==> src/rtl/motor_ramp_ctrl_pkg.sv <==
// Shared constants, FSM encoding and small helpers for the motor speed-ramp sequencer.
package motor_ramp_ctrl_pkg;

  localparam int MOTOR_PWM_RES    = 8;
  localparam int MOTOR_NBITS      = MOTOR_PWM_RES + 1;
  localparam int MOTOR_RAMP_STEP  = 4;
  localparam int MOTOR_TICK_DIV   = 1000;
  localparam int MOTOR_DEAD_TICKS = 10;
  localparam int MOTOR_WDOG_TICKS = 500;

  typedef enum logic [1:0] {
    ST_IDLE = 2'd0,
    ST_RUN  = 2'd1,
    ST_DEAD = 2'd2
  } state_e;

  // A nonzero target whose sign differs from the last driven direction needs a stop at zero.
  function automatic logic is_reversal(input logic tgt_nz, input logic tgt_neg, input logic dir_neg);
    return tgt_nz && (tgt_neg != dir_neg);
  endfunction

endpackage

==> src/rtl/motor_ramp_ctrl_if.sv <==
// Set-point handshake bundle between the host and the ramp sequencer.
interface motor_ramp_ctrl_if #(
  parameter int NBITS = 9
);

  logic                    cmd_valid;
  logic                    cmd_ready;
  logic signed [NBITS-1:0] cmd_speed;

  modport master (
    output cmd_valid,
    output cmd_speed,
    input  cmd_ready
  );

  modport slave (
    input  cmd_valid,
    input  cmd_speed,
    output cmd_ready
  );

endinterface

==> src/rtl/motor_ramp_ctrl_tick_gen.sv <==
// Free-running divider producing a one-cycle tick every TICK_DIV enabled clocks.
module motor_ramp_ctrl_tick_gen #(
  parameter int TICK_DIV = 1000
) (
  input  logic clk,
  input  logic rst,
  input  logic en,
  output logic tick
);

  localparam int            CW   = (TICK_DIV > 1) ? $clog2(TICK_DIV) : 1;
  localparam logic [CW-1:0] LAST = CW'(TICK_DIV - 1);

  logic [CW-1:0] cnt_r;

  // Divider counter, held at zero while disabled.
  always_ff @(posedge clk or negedge rst) begin
    if (!rst) begin
      cnt_r <= '0;
    end else if (!en) begin
      cnt_r <= '0;
    end else if (cnt_r == LAST) begin
      cnt_r <= '0;
    end else begin
      cnt_r <= cnt_r + CW'(1);
    end
  end

  assign tick = en && (cnt_r == LAST);

endmodule

==> src/rtl/motor_ramp_ctrl.sv <==
// Slews a signed PWM command toward host set-points at a bounded rate, with a
// zero-speed dead time on every direction reversal and a command watchdog.
module motor_ramp_ctrl
  import motor_ramp_ctrl_pkg::*;
#(
  parameter int NBITS      = MOTOR_NBITS,
  parameter int STEP       = MOTOR_RAMP_STEP,
  parameter int TICK_DIV   = MOTOR_TICK_DIV,
  parameter int DEAD_TICKS = MOTOR_DEAD_TICKS,
  parameter int WDOG_TICKS = MOTOR_WDOG_TICKS
) (
  input  logic                    clk,
  input  logic                    rst,
  input  logic                    en_i,
  motor_ramp_ctrl_if.slave        cmd,
  output logic signed [NBITS-1:0] pwm_o,
  output logic                    drv_en_o,
  output logic                    busy_o,
  output logic                    timeout_o
);

  localparam int DW = (DEAD_TICKS > 1) ? $clog2(DEAD_TICKS + 1) : 1;
  localparam int WW = (WDOG_TICKS > 1) ? $clog2(WDOG_TICKS + 1) : 1;

  localparam logic [DW-1:0]           DEAD_LAST = DW'(DEAD_TICKS - 1);
  localparam logic [WW-1:0]           WDOG_LAST = WW'(WDOG_TICKS - 1);
  localparam logic signed [NBITS-1:0] ZERO      = '0;
  localparam logic signed [NBITS-1:0] MOST_NEG  = {1'b1, {(NBITS-1){1'b0}}};
  localparam logic signed [NBITS-1:0] NEG_LIM   = {1'b1, {(NBITS-2){1'b0}}, 1'b1};
  localparam logic signed [NBITS:0]   STEP_W    = (NBITS+1)'(STEP);
  localparam logic [NBITS-1:0]        STEP_N    = NBITS'(STEP);

  // The driver negates the command to get a magnitude, which overflows on the most negative code.
  function automatic logic signed [NBITS-1:0] clamp_cmd(input logic signed [NBITS-1:0] v);
    if (v == MOST_NEG) begin
      return NEG_LIM;
    end else begin
      return v;
    end
  endfunction

  state_e                  state_r, state_n;
  logic signed [NBITS-1:0] pwm_r, pwm_n;
  logic signed [NBITS-1:0] target_r, target_n;
  logic signed [NBITS-1:0] pend_r, pend_n;
  logic                    pend_vld_r, pend_vld_n;
  logic                    dir_neg_r, dir_neg_n;
  logic [DW-1:0]           dead_r, dead_n;
  logic [WW-1:0]           wdog_r, wdog_n;
  logic                    timeout_r, timeout_n;
  logic                    drv_en_r, drv_en_n;
  logic                    busy_r, busy_n;

  logic                    tick_s;
  logic                    accept_s;
  logic signed [NBITS-1:0] cmd_clamp_s;
  logic signed [NBITS-1:0] goal_s;
  logic signed [NBITS:0]   diff_s;
  logic signed [NBITS:0]   mag_s;
  logic [NBITS-1:0]        stp_s;
  logic signed [NBITS-1:0] ramp_s;

  motor_ramp_ctrl_tick_gen #(
    .TICK_DIV (TICK_DIV)
  ) u_tick_gen (
    .clk  (clk),
    .rst  (rst),
    .en   (en_i),
    .tick (tick_s)
  );

  assign cmd.cmd_ready = en_i && rst;
  assign accept_s      = cmd.cmd_valid && en_i && rst;
  assign cmd_clamp_s   = clamp_cmd(cmd.cmd_speed);

  // One ramp step toward the goal; opposite-signed target first aims at zero.
  always_comb begin
    goal_s = target_r;
    if ((pwm_r != ZERO) && (target_r != ZERO) && (pwm_r[NBITS-1] != target_r[NBITS-1])) begin
      goal_s = ZERO;
    end else begin
      goal_s = target_r;
    end
    diff_s = {goal_s[NBITS-1], goal_s} - {pwm_r[NBITS-1], pwm_r};
    if (diff_s[NBITS]) begin
      mag_s = -diff_s;
    end else begin
      mag_s = diff_s;
    end
    if (mag_s > STEP_W) begin
      stp_s = STEP_N;
    end else begin
      stp_s = mag_s[NBITS-1:0];
    end
    if (diff_s[NBITS]) begin
      ramp_s = pwm_r - stp_s;
    end else begin
      ramp_s = pwm_r + stp_s;
    end
  end

  // Next-state logic: command capture, watchdog, and the IDLE/RUN/DEAD sequencer.
  always_comb begin
    state_n    = state_r;
    pwm_n      = pwm_r;
    target_n   = target_r;
    pend_n     = pend_r;
    pend_vld_n = 1'b0;
    dir_neg_n  = dir_neg_r;
    dead_n     = dead_r;
    wdog_n     = wdog_r;
    timeout_n  = timeout_r;
    drv_en_n   = drv_en_r;

    if (!en_i) begin
      state_n   = ST_IDLE;
      pwm_n     = ZERO;
      target_n  = ZERO;
      pend_n    = ZERO;
      dead_n    = '0;
      wdog_n    = '0;
      timeout_n = 1'b0;
      drv_en_n  = 1'b0;
    end else begin
      // Accepted set-points land in target one cycle later, so a same-edge tick ramps on the old one.
      if (pend_vld_r) begin
        target_n = pend_r;
      end else begin
        target_n = target_r;
      end

      if (accept_s) begin
        pend_n     = cmd_clamp_s;
        pend_vld_n = 1'b1;
        wdog_n     = '0;
        timeout_n  = 1'b0;
      end else if (tick_s && (state_r != ST_IDLE)) begin
        if (wdog_r == WDOG_LAST) begin
          wdog_n = '0;
          if (!pend_vld_r) begin
            target_n  = ZERO;
            timeout_n = 1'b1;
          end else begin
            timeout_n = timeout_r;
          end
        end else begin
          wdog_n = wdog_r + WW'(1);
        end
      end else begin
        wdog_n = wdog_r;
      end

      case (state_r)
        ST_IDLE: begin
          state_n  = ST_RUN;
          drv_en_n = 1'b1;
        end
        ST_RUN: begin
          if (tick_s) begin
            pwm_n = ramp_s;
            if (ramp_s != ZERO) begin
              dir_neg_n = ramp_s[NBITS-1];
            end else if (is_reversal(target_r != ZERO, target_r[NBITS-1], dir_neg_r)) begin
              state_n = ST_DEAD;
              dead_n  = '0;
            end else begin
              state_n = ST_RUN;
            end
          end else begin
            pwm_n = pwm_r;
          end
        end
        ST_DEAD: begin
          pwm_n = ZERO;
          if (accept_s && !is_reversal(cmd_clamp_s != ZERO, cmd_clamp_s[NBITS-1], dir_neg_r)) begin
            state_n = ST_RUN;
            dead_n  = '0;
          end else if (tick_s) begin
            if (dead_r == DEAD_LAST) begin
              state_n = ST_RUN;
              dead_n  = '0;
            end else begin
              dead_n = dead_r + DW'(1);
            end
          end else begin
            dead_n = dead_r;
          end
        end
        default: begin
          state_n  = ST_IDLE;
          pwm_n    = ZERO;
          drv_en_n = 1'b0;
        end
      endcase
    end

    busy_n = (pwm_n != target_n) || (state_n == ST_DEAD);
  end

  // State and output registers.
  always_ff @(posedge clk or negedge rst) begin
    if (!rst) begin
      state_r    <= ST_IDLE;
      pwm_r      <= '0;
      target_r   <= '0;
      pend_r     <= '0;
      pend_vld_r <= 1'b0;
      dir_neg_r  <= 1'b0;
      dead_r     <= '0;
      wdog_r     <= '0;
      timeout_r  <= 1'b0;
      drv_en_r   <= 1'b0;
      busy_r     <= 1'b0;
    end else begin
      state_r    <= state_n;
      pwm_r      <= pwm_n;
      target_r   <= target_n;
      pend_r     <= pend_n;
      pend_vld_r <= pend_vld_n;
      dir_neg_r  <= dir_neg_n;
      dead_r     <= dead_n;
      wdog_r     <= wdog_n;
      timeout_r  <= timeout_n;
      drv_en_r   <= drv_en_n;
      busy_r     <= busy_n;
    end
  end

  assign pwm_o     = pwm_r;
  assign drv_en_o  = drv_en_r;
  assign busy_o    = busy_r;
  assign timeout_o = timeout_r;

endmodule

==> src/flat_wrapper.sv <==
// flat-port wrapper written by rule: the top's interface ports become plain ports
module motor_ramp_ctrl_flat import motor_ramp_ctrl_pkg::*;
#(
  parameter int NBITS      = MOTOR_NBITS,
  parameter int STEP       = MOTOR_RAMP_STEP,
  parameter int TICK_DIV   = MOTOR_TICK_DIV,
  parameter int DEAD_TICKS = MOTOR_DEAD_TICKS,
  parameter int WDOG_TICKS = MOTOR_WDOG_TICKS
)
  (clk, rst, en_i, pwm_o, drv_en_o, busy_o, timeout_o, cmd_cmd_valid, cmd_cmd_speed, cmd_cmd_ready);
  motor_ramp_ctrl_if #(.NBITS(NBITS)) cmd_i ();
  input  logic clk;
  input  logic rst;
  input  logic en_i;
  output logic signed [NBITS-1:0] pwm_o;
  output logic drv_en_o;
  output logic busy_o;
  output logic timeout_o;
  input wire logic [$bits(cmd_i.cmd_valid)-1:0] cmd_cmd_valid;
  input wire logic [$bits(cmd_i.cmd_speed)-1:0] cmd_cmd_speed;
  output wire logic [$bits(cmd_i.cmd_ready)-1:0] cmd_cmd_ready;
  assign cmd_i.cmd_valid = cmd_cmd_valid;
  assign cmd_i.cmd_speed = cmd_cmd_speed;
  assign cmd_cmd_ready = cmd_i.cmd_ready;
  motor_ramp_ctrl #(.NBITS(NBITS), .STEP(STEP), .TICK_DIV(TICK_DIV), .DEAD_TICKS(DEAD_TICKS), .WDOG_TICKS(WDOG_TICKS)) u_core (.clk(clk), .rst(rst), .en_i(en_i), .cmd(cmd_i), .pwm_o(pwm_o), .drv_en_o(drv_en_o), .busy_o(busy_o), .timeout_o(timeout_o));
endmodule
==> config.mk <==
export PLATFORM = sky130hd
export DESIGN_NAME = motor_ramp_ctrl_flat
export DESIGN_NICKNAME = d
export VERILOG_FILES = /design/src/rtl/motor_ramp_ctrl_pkg.sv /design/src/rtl/motor_ramp_ctrl_if.sv /design/src/rtl/motor_ramp_ctrl_tick_gen.sv /design/src/rtl/motor_ramp_ctrl.sv /design/src/flat_wrapper.sv
export SDC_FILE = /design/constraint.sdc
export NUM_CORES = 1
export LEC_CHECK = 0
export ABC_AREA = 1
export BUFFER_PORTS_ARGS = -buffer_cell sky130_fd_sc_hd__buf_2
export CORE_MARGIN = 4
export CORE_UTILIZATION = 40
export CTS_BUF_LIST = sky130_fd_sc_hd__clkbuf_4
export DETAILED_ROUTE_END_ITERATION = 10
export PLACE_DENSITY = 0.67
export SLEW_MARGIN = 20
export SYNTH_ARGS = -nofsm -noshare
export SYNTH_HDL_FRONTEND = slang
export SYNTH_SLANG_ARGS = --single-unit
==> constraint.sdc <==
create_clock -name clk -period 6.3 [get_ports clk]
set_input_delay 0 -clock clk [delete_from_list [all_inputs] [get_ports clk]]
set_output_delay 0 -clock clk [all_outputs]
set_load 0.01 [all_outputs]
==> results of run 1 <==
routing by layer:
layer	vias to the layer above	track usage, %
met5	-	0
met4	0	5.05
met3	13	2.16
met2	90	26.7
met1	1985	25.9
li1	2124	-
logic make-up (layout without fill, tap and decap cells):
group	count (synthesis)	in the layout	synth area share, %
and+or+nand+nor	315	315	34.0
DFF	57	57	32.6
adders and majority gates	29	29	8.63
xor gates and xnor gates	20	20	4.00
buffers and inverters	96	157	8.66
AOI/OAI and AO/OA	87	87	12.1
cells in the final DEF, fill, tap and decap left out, drive strengths merged, types with 2 or more instances in the layout:
master / synthesis / layout
a21oi: 30 / 30
a22o: 7 / 7
a22oi: 6 / 6
a31oi: 4 / 4
buf: 2 / 41
clkbuf: 5 / 10
clkinv: 2 / 5
dfrtp: 57 / 57
dlygate4sd3: 0 / 14
fa: 2 / 2
ha: 27 / 27
inv: 87 / 87
nand2: 138 / 138
nand3: 55 / 55
nand3b: 6 / 6
nand4: 15 / 15
nor2: 71 / 71
nor3: 15 / 15
nor3b: 3 / 3
nor4: 6 / 6
o211ai: 3 / 3
o21ai: 25 / 25
o22ai: 5 / 5
or2: 4 / 4
xnor2: 6 / 6
xor2: 14 / 14
sequential cells by signal (all words and copies together) (netlist names), 2 cells and up:
name / count
u_core.state_r: 2
u_core.pend_r: 9
u_core.wdog_r: 9
u_core.dead_r: 4
u_core.pwm_o: 9
u_core.target_r: 9
u_core.u_tick_gen.cnt_r: 10
final cells by class:
cell class / instances / area [µm²]
clock inverters: 3 / 11.3
inverters: 89 / 334
repair buffers: 55 / 385
well taps: 136 / 170
multi-input cells: 451 / 2640
fillers: 1045 / 5470
clock buffers: 10 / 75.1
flip-flops and latches: 57 / 1430
synthesized netlist by cell type (4+ instances only):
cell type  number  area, µm²
nand2_1       122        458
clkbuf_1        5       18.8
nand3_1        49        245
a21oi_1        27        135
nand4_1        14       87.6
a22o_1          7       61.3
xnor2_1         6       52.6
a22oi_1         6       45.0
nand3b_1        6       45.0
o22ai_1         5       31.3
nand3_2         5       50.1
ha_1           27        338
dfrtp_1        57       1430
a31oi_1         4       25.0
nand2_2        11       68.8
nand2_4         5       56.3
nor3_1         15       75.1
xor2_1         14        123
inv_1          84        315
nor4_1          6       37.5
o21ai_1         5       25.0
o21ai_0        20        100
nor2_1         68        255
what timing repair did:
item / CTS / global route
gates resized for setup: 0 / 27
hold buffers: 14 / 0
endpoints found under the hold margin: 70 / 0
buffers inserted: 0 / 14
endpoints found under the setup margin: 0 / 10
power breakdown:
| part | switching (mW) | leakage, nW | internal, mW |
|---|---|---|---|
| clock | 0.126 | 0.0507 | 0.0755 |
| combinational | 0.181 | 1.77 | 0.107 |
| sequential | 0.00578 | 0.786 | 0.373 |
worst max-delay path by stage:
stage,end,startpoint,cells past startpoint
after floorplan,u_core.busy_o$_DFF_PN0_,u_core.pwm_o[8]$_DFF_PN0_,42
after global placement,u_core.busy_o$_DFF_PN0_,u_core.pwm_o[1]$_DFF_PN0_,40
after detailed placement,u_core.busy_o$_DFF_PN0_,u_core.pwm_o[1]$_DFF_PN0_,40
after CTS,u_core.busy_o$_DFF_PN0_,u_core.pwm_o[1]$_DFF_PN0_,39
after global routing,u_core.busy_o$_DFF_PN0_,u_core.target_r[7]$_DFF_PN0_,44
final,u_core.busy_o$_DFF_PN0_,u_core.target_r[6]$_DFF_PN0_,43
worst max-delay path: cells and delay by family, from the launching register on:
family,cells,cell delay (ns)
AOI/OAI and AO/OA,7,1.03
xor gates and xnor gates,2,0.30
adders and majority gates,3,0.92
buffers and inverters,5,0.42
DFF,1,0.39
and+or+nand+nor,26,2.63
metrics by stage:
step	std cells	cell area [µm²]	worst slack, ns
detailed placement	760	4640	0.116
global placement	760	4640	0.259
CTS	787	4870	0.0756
global route	801	5040	-0.0435
floorplan	604	4380	0.653
finish	801	5040	0.515
==> flow_summary.toml, run 1 <==
[die]
pin_count = 26
die_area_um2 = 12700
die_x_um = 113
die_h_um = 113
rows = 37
coreArea_um2 = 10500
initial_core_util_pct = 41.6

[final_layout]
fin_util_pct = 48.0
fin_nets = 705
syn_to_final_growth_pct = 15.2
diodes = 0
drive_gt1_share_pct = 16.2

[logic_synthesis]
yosysUniqueCellTypes = 45
ys_seq_area_share_pct = 32.6
syn_inst = 604
synth_edf_count = 0
synth_area_um2 = 4380
yosys_warnings = 0
synth_seq_cells = 57
syn_area_per_cell_um2 = 7.25
ys_async_sr_fraction_pct = 100
syn_nets = 646
synthFlopType = "dfrtp_1"

[placed_design]
gp_congestion = 0.893
port_buffers = 25
dp_hpwl_um = 8290

[hold_path]
holdCritPathClass = "in -> reg"
hold_path.startpoint = "cmd_cmd_valid"
min_to = "u_core.pend_vld_r$_DFF_PN0_"
min_path_cells = 3

[global_route]
globalRouteOverflowTotal = 0
grt_pass1_wl_um = 18500
track_usage_pct = 17.5
antenna_found_initial = 0
grt_max_degree = 59
grt_pass1_vias = 3930

[setup_path]
end_kind = "register"
critPathKind = "reg -> reg"
critical_path.max_stage_delay_ns = 0.39
r2r_start = "u_core.target_r[6]$_DFF_PN0_"
cp_common_cell = "nand2_1"
critPathMaxFanout = 8
r2r-end = "u_core.busy_o$_DFF_PN0_"
startpoint_type = "register"
required_ns = 6.58
reg2regPathDepth = 43
r2r_setup_slack_ns = 0.52
crit_slowest_cell = "dfrtp_1"
arrival_ns = 6.06

[cts]
h-tree-depth = 3
insertion_delay_ns = 0.39
clkSinkCount = 57
tritoncts = "built"
numCtsBuffers = 9
cts-root-buf = "clkbuf_4"
cts_buffer_depth = 2
clk_pin_slew_ns = 0.09

[drt]
met1_length_um = 5430
drtPass1Iterations = 5
wl_met2_um = 4970
vias = 4212
drt_wl_total_um = 11000
wl_met3_um = 494
dr.first_iter.drc_count = 258
route.detailed.drc = 0
top_layer = "met4"
viasPerCell = 5.26
ant_nets = 0
wire_per_inst_um = 13.8

[run_status]
status = "completed"

[power_and_ir_drop]
p_leak_nw = 2.61
ir_drop_mv = 0.104
power.density_nw_per_um2 = 172
finalPower_mw = 0.868

[timing]
fin_crit_sh_pct = 91.8
holdWs_ns = 0.0504
timing.setup.tns_ns = 0
fmax_ghz = 0.173
hold_viol_final = 0
final.min_clock_period_ns = 5.78
worst_pin_slew_ns = 0.831
fin_worst_skew_ns = 0.0130
setup_violations = 0
slew_viol_final = 0
slew-limit-headroom_pct = 44.5

[job]
max_cap_viol_count = 0
Power figures use the tool's default switching activity.
==> run 2: changes to the inputs <==
CTS_BUF_LIST = sky130_fd_sc_hd__clkbuf_8   (was sky130_fd_sc_hd__clkbuf_4)
==> run 2 against run 1 <==
  * Sequential power barely moved
  * Non-clock buffer count fell by 3
  * Count of clock-buffer cells in the layout rose by 2
  * Via count rose by 0.17%
  * Clock skew fell by 0.0052 ns
  * Sequential share of layout area fell by 0.34 points
  * Total power rose by 12%
  * Cell count fell by 0.37%
  * Register-to-register slack improved by 0.02 ns
  * Design area rose by 1.2%
  * Combinational power barely moved
  * Critical path type unchanged
==> flow_summary.toml, run 2 (same netlist as run 1, synthesis figures left out) <==
[drt]
route.detailed.drc = 0
wire_per_inst_um = 13.9
dr.first_iter.drc_count = 300
drtPass1Iterations = 5
vias = 4219
ant_nets = 0
drt_wl_total_um = 11100
viasPerCell = 5.29

[power_and_ir_drop]
switching_share_pct = 33.5
p_leak_nw = 2.64
ir_drop_mv = 0.120
p_switching_mw = 0.326
seqPwrFrac_pct = 39.0
internal-power_mw = 0.646
power.density_nw_per_um2 = 191
combPwrFrac_pct = 29.5
p_clk_share_pct = 31.5
finalPower_mw = 0.972

[cts]
cts-root-buf = "clkbuf_8"
tritoncts = "built"
numCtsBuffers = 9
h-tree-depth = 3
insertion_delay_ns = 0.33
clkSinkCount = 57
cts_buffer_depth = 2
clk_pin_slew_ns = 0.06

[final_layout]
layout_commonest_cell = "nand2_1"
final_cell_mix = "nand2_1, inv_1, nor2_1, dfrtp_1, nand3_1"
syn_to_final_growth_pct = 16.6
top_register = "u_core.u_tick_gen.cnt_r"
largest_reg_flops = 10
fin_util_pct = 48.5
fin_nets = 702
stdcell_count = 798
diodes = 0
drive_gt1_share_pct = 16.9

[global_route]
globalRouteOverflowTotal = 0
grt_max_degree = 59
antenna_found_initial = 0
grt_pass1_vias = 3915
grt_pass1_wl_um = 18500
track_usage_pct = 17.5

[setup_path]
critPathMaxFanout = 6
critPathKind = "reg -> reg"
required_ns = 6.52
end_kind = "register"
crit_slowest_cell = "dfrtp_1"
startpoint_type = "register"
critical_path.max_stage_delay_ns = 0.44
arrival_ns = 5.99
cp_common_cell = "nand2_1"

[timing]
fin_worst_skew_ns = 0.00777
layout_setup_ws_ns = 0.531
worst_pin_slew_ns = 0.837
holdWs_ns = 0.0315
fmax_ghz = 0.173
final.min_clock_period_ns = 5.77
setup_violations = 0
hold_viol_final = 0
fin_crit_sh_pct = 91.6
slew_viol_final = 0
slew-limit-headroom_pct = 44.1

[placed_design]
dp_slack_ns = 0.116
gp_congestion = 0.893
port_buffers = 25
dp_hpwl_um = 8290
placed_cells = 760

[die]
die_area_um2 = 12700
coreArea_um2 = 10500
rows = 37
die_x_um = 113
initial_core_util_pct = 41.6
die_h_um = 113
pin_count = 26

[run_status]
status = "completed"

[hold_path]
holdCritPathClass = "in -> reg"

[job]
max_cap_viol_count = 0
==> run 2: through the flow <==
stage          cell area (µm²)  setup TNS (ns)
2_1_floorplan             4380               0
3_3_place_gp              4640               0
6_report                  5100               0
3_5_place_dp              4640               0
5_1_grt                   5100         -0.0656
4_1_cts                   4920               0
==> run 2: final timing paths <==
kind                                                      start                                    to  slack [ns]  depth (start not counted)
setup / recovery                      u_core.pwm_o[8]$_DFF_PN0_               u_core.busy_o$_DFF_PN0_        0.53                         43
hold / removal                                    cmd_cmd_valid          u_core.pend_r[8]$_DFFE_PN0N_        0.03                          3
setup reg to reg                      u_core.pwm_o[8]$_DFF_PN0_               u_core.busy_o$_DFF_PN0_        0.53                         43
hold reg to reg            u_core.u_tick_gen.cnt_r[0]$_DFF_PN0_  u_core.u_tick_gen.cnt_r[0]$_DFF_PN0_        0.45                          1
max in group asynchronous                                   rst  u_core.u_tick_gen.cnt_r[6]$_DFF_PN0_        5.47                          3
min in group asynchronous                                   rst          u_core.wdog_r[5]$_DFFE_PN0P_        0.34                          3
==> run 2: worst max-delay path, delay by kind of cell (launching register included) <==
kind	cells	cell delay [ns]
AOI/OAI and AO/OA	6	0.90
xor gates and xnor gates	2	0.30
adders and majority gates	4	1.15
buffers and inverters	6	0.43
DFF	1	0.44
and+or+nand+nor	25	2.41
==> run 2: final cells by class <==
class	instances	area, µm²
timing repair buffer	52	355
fill	1033	5410
multi-input combinational	451	2650
inverter	89	334
tap	136	170
sequential	57	1430
clock buffer	12	165
clock inverter	1	3.75
==> run 2: what timing repair did <==
| item | in CTS | in global routing |
|---|---|---|
| hold buffers | 11 | 0 |
| setup buffers | 0 | 14 |
| resized for setup | 0 | 30 |
| endpoints found under the hold margin | 66 | 0 |
| setup endpoints to repair | 0 | 10 |
==> run 2: routing by layer <==
| metal | GRT usage (%) | share of wire (%) | wire, µm |
|---|---|---|---|
| met1 | 26.0 | 49 | 5480 |
| met2 | 26.5 | 45 | 4990 |
| met3 | 2.16 | 4.7 | 524 |
| met4 | 5.05 | 1.1 | 124 |
| met5 | 0 | 0 | 0 |
==> run 2: power groups by stage <==
stage                     Combinational (mW)  Sequential (mW)  Clock [mW]
after CTS                              0.261            0.379       0.309
after detailed placement               0.255            0.386           0
after floorplan                        0.201            0.384           0
after global routing                   0.324            0.380       0.323
after global placement                 0.248            0.385           0
final                                  0.287            0.379       0.306
==> run 3: changes to the inputs <==
CORE_MARGIN = 8   (was 4)
==> run 3 against run 2 <==
  * Design area up 1.3%
  * Core utilization shrank 0.43 points
  * Sequential share of layout area decreased by 0.37 points
  * Clock skew hardly changed
  * Register-to-register slack worse by 0.15 ns
  * Die area up 15%
  * Global-route usage down 2.4 points
  * Setup slack lost 0.15 ns
  * Clock power decreased by 6%
  * Critical path type unchanged
  * Highest routed layer unchanged
==> flow_summary.toml, run 3 (same netlist as run 1, synthesis figures left out) <==
[die]
coreArea_um2 = 10700
die_area_um2 = 14500
die_x_um = 121
rows = 38
initial_core_util_pct = 40.7
die_h_um = 121
pin_count = 26

[hold_path]
holdCritPathClass = "in -> reg"
min_path_cells = 3
hold_path.startpoint = "cmd_cmd_valid"
min_to = "u_core.pend_r[8]$_DFFE_PN0N_"

[timing]
slew-limit-headroom_pct = 45.4
timing.setup.tns_ns = 0
hold_viol_final = 0
worst_pin_slew_ns = 0.818
slew_viol_final = 0
fmax_ghz = 0.169
fin_crit_sh_pct = 93.9
holdWs_ns = 0.0291
final.min_clock_period_ns = 5.91
setup_violations = 0
fin_worst_skew_ns = 0.00765

[drt]
route.detailed.drc = 0
drt_wl_total_um = 11000
ant_nets = 0
vias = 4163
wire_per_inst_um = 13.6
dr.first_iter.drc_count = 246
drtPass1Iterations = 5
viasPerCell = 5.17

[setup_path]
r2r-end = "u_core.busy_o$_DFF_PN0_"
r2r_start = "u_core.target_r[7]$_DFF_PN0_"
critPathKind = "reg -> reg"
end_kind = "register"
r2r_setup_slack_ns = 0.39
arrival_ns = 6.14
startpoint_type = "register"
cp_common_cell = "nand2_1"
critical_path.max_stage_delay_ns = 0.38
critPathMaxFanout = 8
crit_slowest_cell = "dfrtp_1"
required_ns = 6.52
reg2regPathDepth = 40

[global_route]
antenna_found_initial = 0
globalRouteOverflowTotal = 0
grt_max_degree = 59
grt_pass1_vias = 3878
grt_pass1_wl_um = 18300
track_usage_pct = 15.1

[cts]
numCtsBuffers = 9
insertion_delay_ns = 0.34
cts_buffer_depth = 2
h-tree-depth = 3
clk_pin_slew_ns = 0.06
cts-root-buf = "clkbuf_8"
clkSinkCount = 57
tritoncts = "built"

[final_layout]
fill_cells = 1089
multi_input_area_um2 = 2710
top_register = "u_core.u_tick_gen.cnt_r"
drive_gt1_share_pct = 18.6
layout_commonest_cell = "nand2_1"
fin_nets = 703
syn_to_final_growth_pct = 18.1
diodes = 0
largest_reg_flops = 10
final_cell_mix = "nand2_1, inv_1, nor2_1, dfrtp_1, nand3_1"
seq_area_um2 = 1430

[run_status]
status = "completed"

[power_and_ir_drop]
ir_drop_mv = 0.102
power.density_nw_per_um2 = 186
p_leak_nw = 2.63

[placed_design]
dp_hpwl_um = 8170
gp_congestion = 0.888
port_buffers = 25

[job]
max_cap_viol_count = 0
## run 3: cell types whose count changed in the layout (fill, tap and decap cells not counted), sizes merged
cell,change
clkinvlp,+2
clkinv,+4
clkbuf,-3
buf,+1
## run 3: timing repair
| action | CTS | global route |
|---|---|---|
| resized for setup | 0 | 42 |
| setup endpoints to repair | 0 | 9 |
| hold buffers | 11 | 0 |
| hold endpoints to repair | 66 | 0 |
| setup buffers | 0 | 15 |
## run 3: power by group
part           switching (mW)  internal (mW)
Sequential            0.00602          0.373
Combinational           0.182          0.114
Clock                   0.149          0.138
Total                   0.337          0.625
## run 3: per-stage QoR
step	cell area [µm²]	util (%)	cells	worst slack, ns	total power [mW]
after floorplan	4380	-	604	0.653	0.585
after global placement	4650	43.2	764	0.260	0.634
after detailed placement	4650	43.2	764	0.122	0.640
after CTS	4920	45.8	791	0.0899	0.935
after global routing	5170	48.1	806	-0.169	1.02
final	5170	48.1	806	0.386	0.962
## run 3: how the worst max path moves through the flow
stage / from / to / slack [ns] / cells past startpoint
floorplan: u_core.pwm_o[8]$_DFF_PN0_ / u_core.busy_o$_DFF_PN0_ / 0.65 / 42
global placement: u_core.pwm_o[1]$_DFF_PN0_ / u_core.busy_o$_DFF_PN0_ / 0.26 / 42
detailed placement: u_core.pwm_o[1]$_DFF_PN0_ / u_core.busy_o$_DFF_PN0_ / 0.12 / 43
CTS: u_core.pwm_o[1]$_DFF_PN0_ / u_core.busy_o$_DFF_PN0_ / 0.09 / 44
global route: u_core.target_r[7]$_DFF_PN0_ / u_core.busy_o$_DFF_PN0_ / -0.17 / 41
finish: u_core.target_r[7]$_DFF_PN0_ / u_core.busy_o$_DFF_PN0_ / 0.39 / 40
## run 3: cell type report
type	instances	share of cell area (%)
clock buffer	9	2.40
inverter	89	6.46
tap	140	3.39
clock inverter	7	0.750
multi-input combinational	451	52.4
sequential	57	27.6
timing repair buffer	53	7.02
## run 3: per-layer routing
metal  track usage, %  part of all wire, %  up-vias  wire, µm
met5                0                    0        -         0
met4             4.37                  1.8        0       199
met3             3.54                  5.0       23       551
met2             23.6                   44      110      4880
met1             20.3                   49     1912      5360
li1                 -                    -     2118         -
## run 3: worst max-delay path: cells and delay by family, from the launching register on
family,cells,cell delay [ns]
AOI/OAI and AO/OA,6,1.01
xor gates and xnor gates,3,0.48
adders and majority gates,3,0.92
buffers and inverters,5,0.52
DFF,1,0.38
and+or+nand+nor,23,2.48
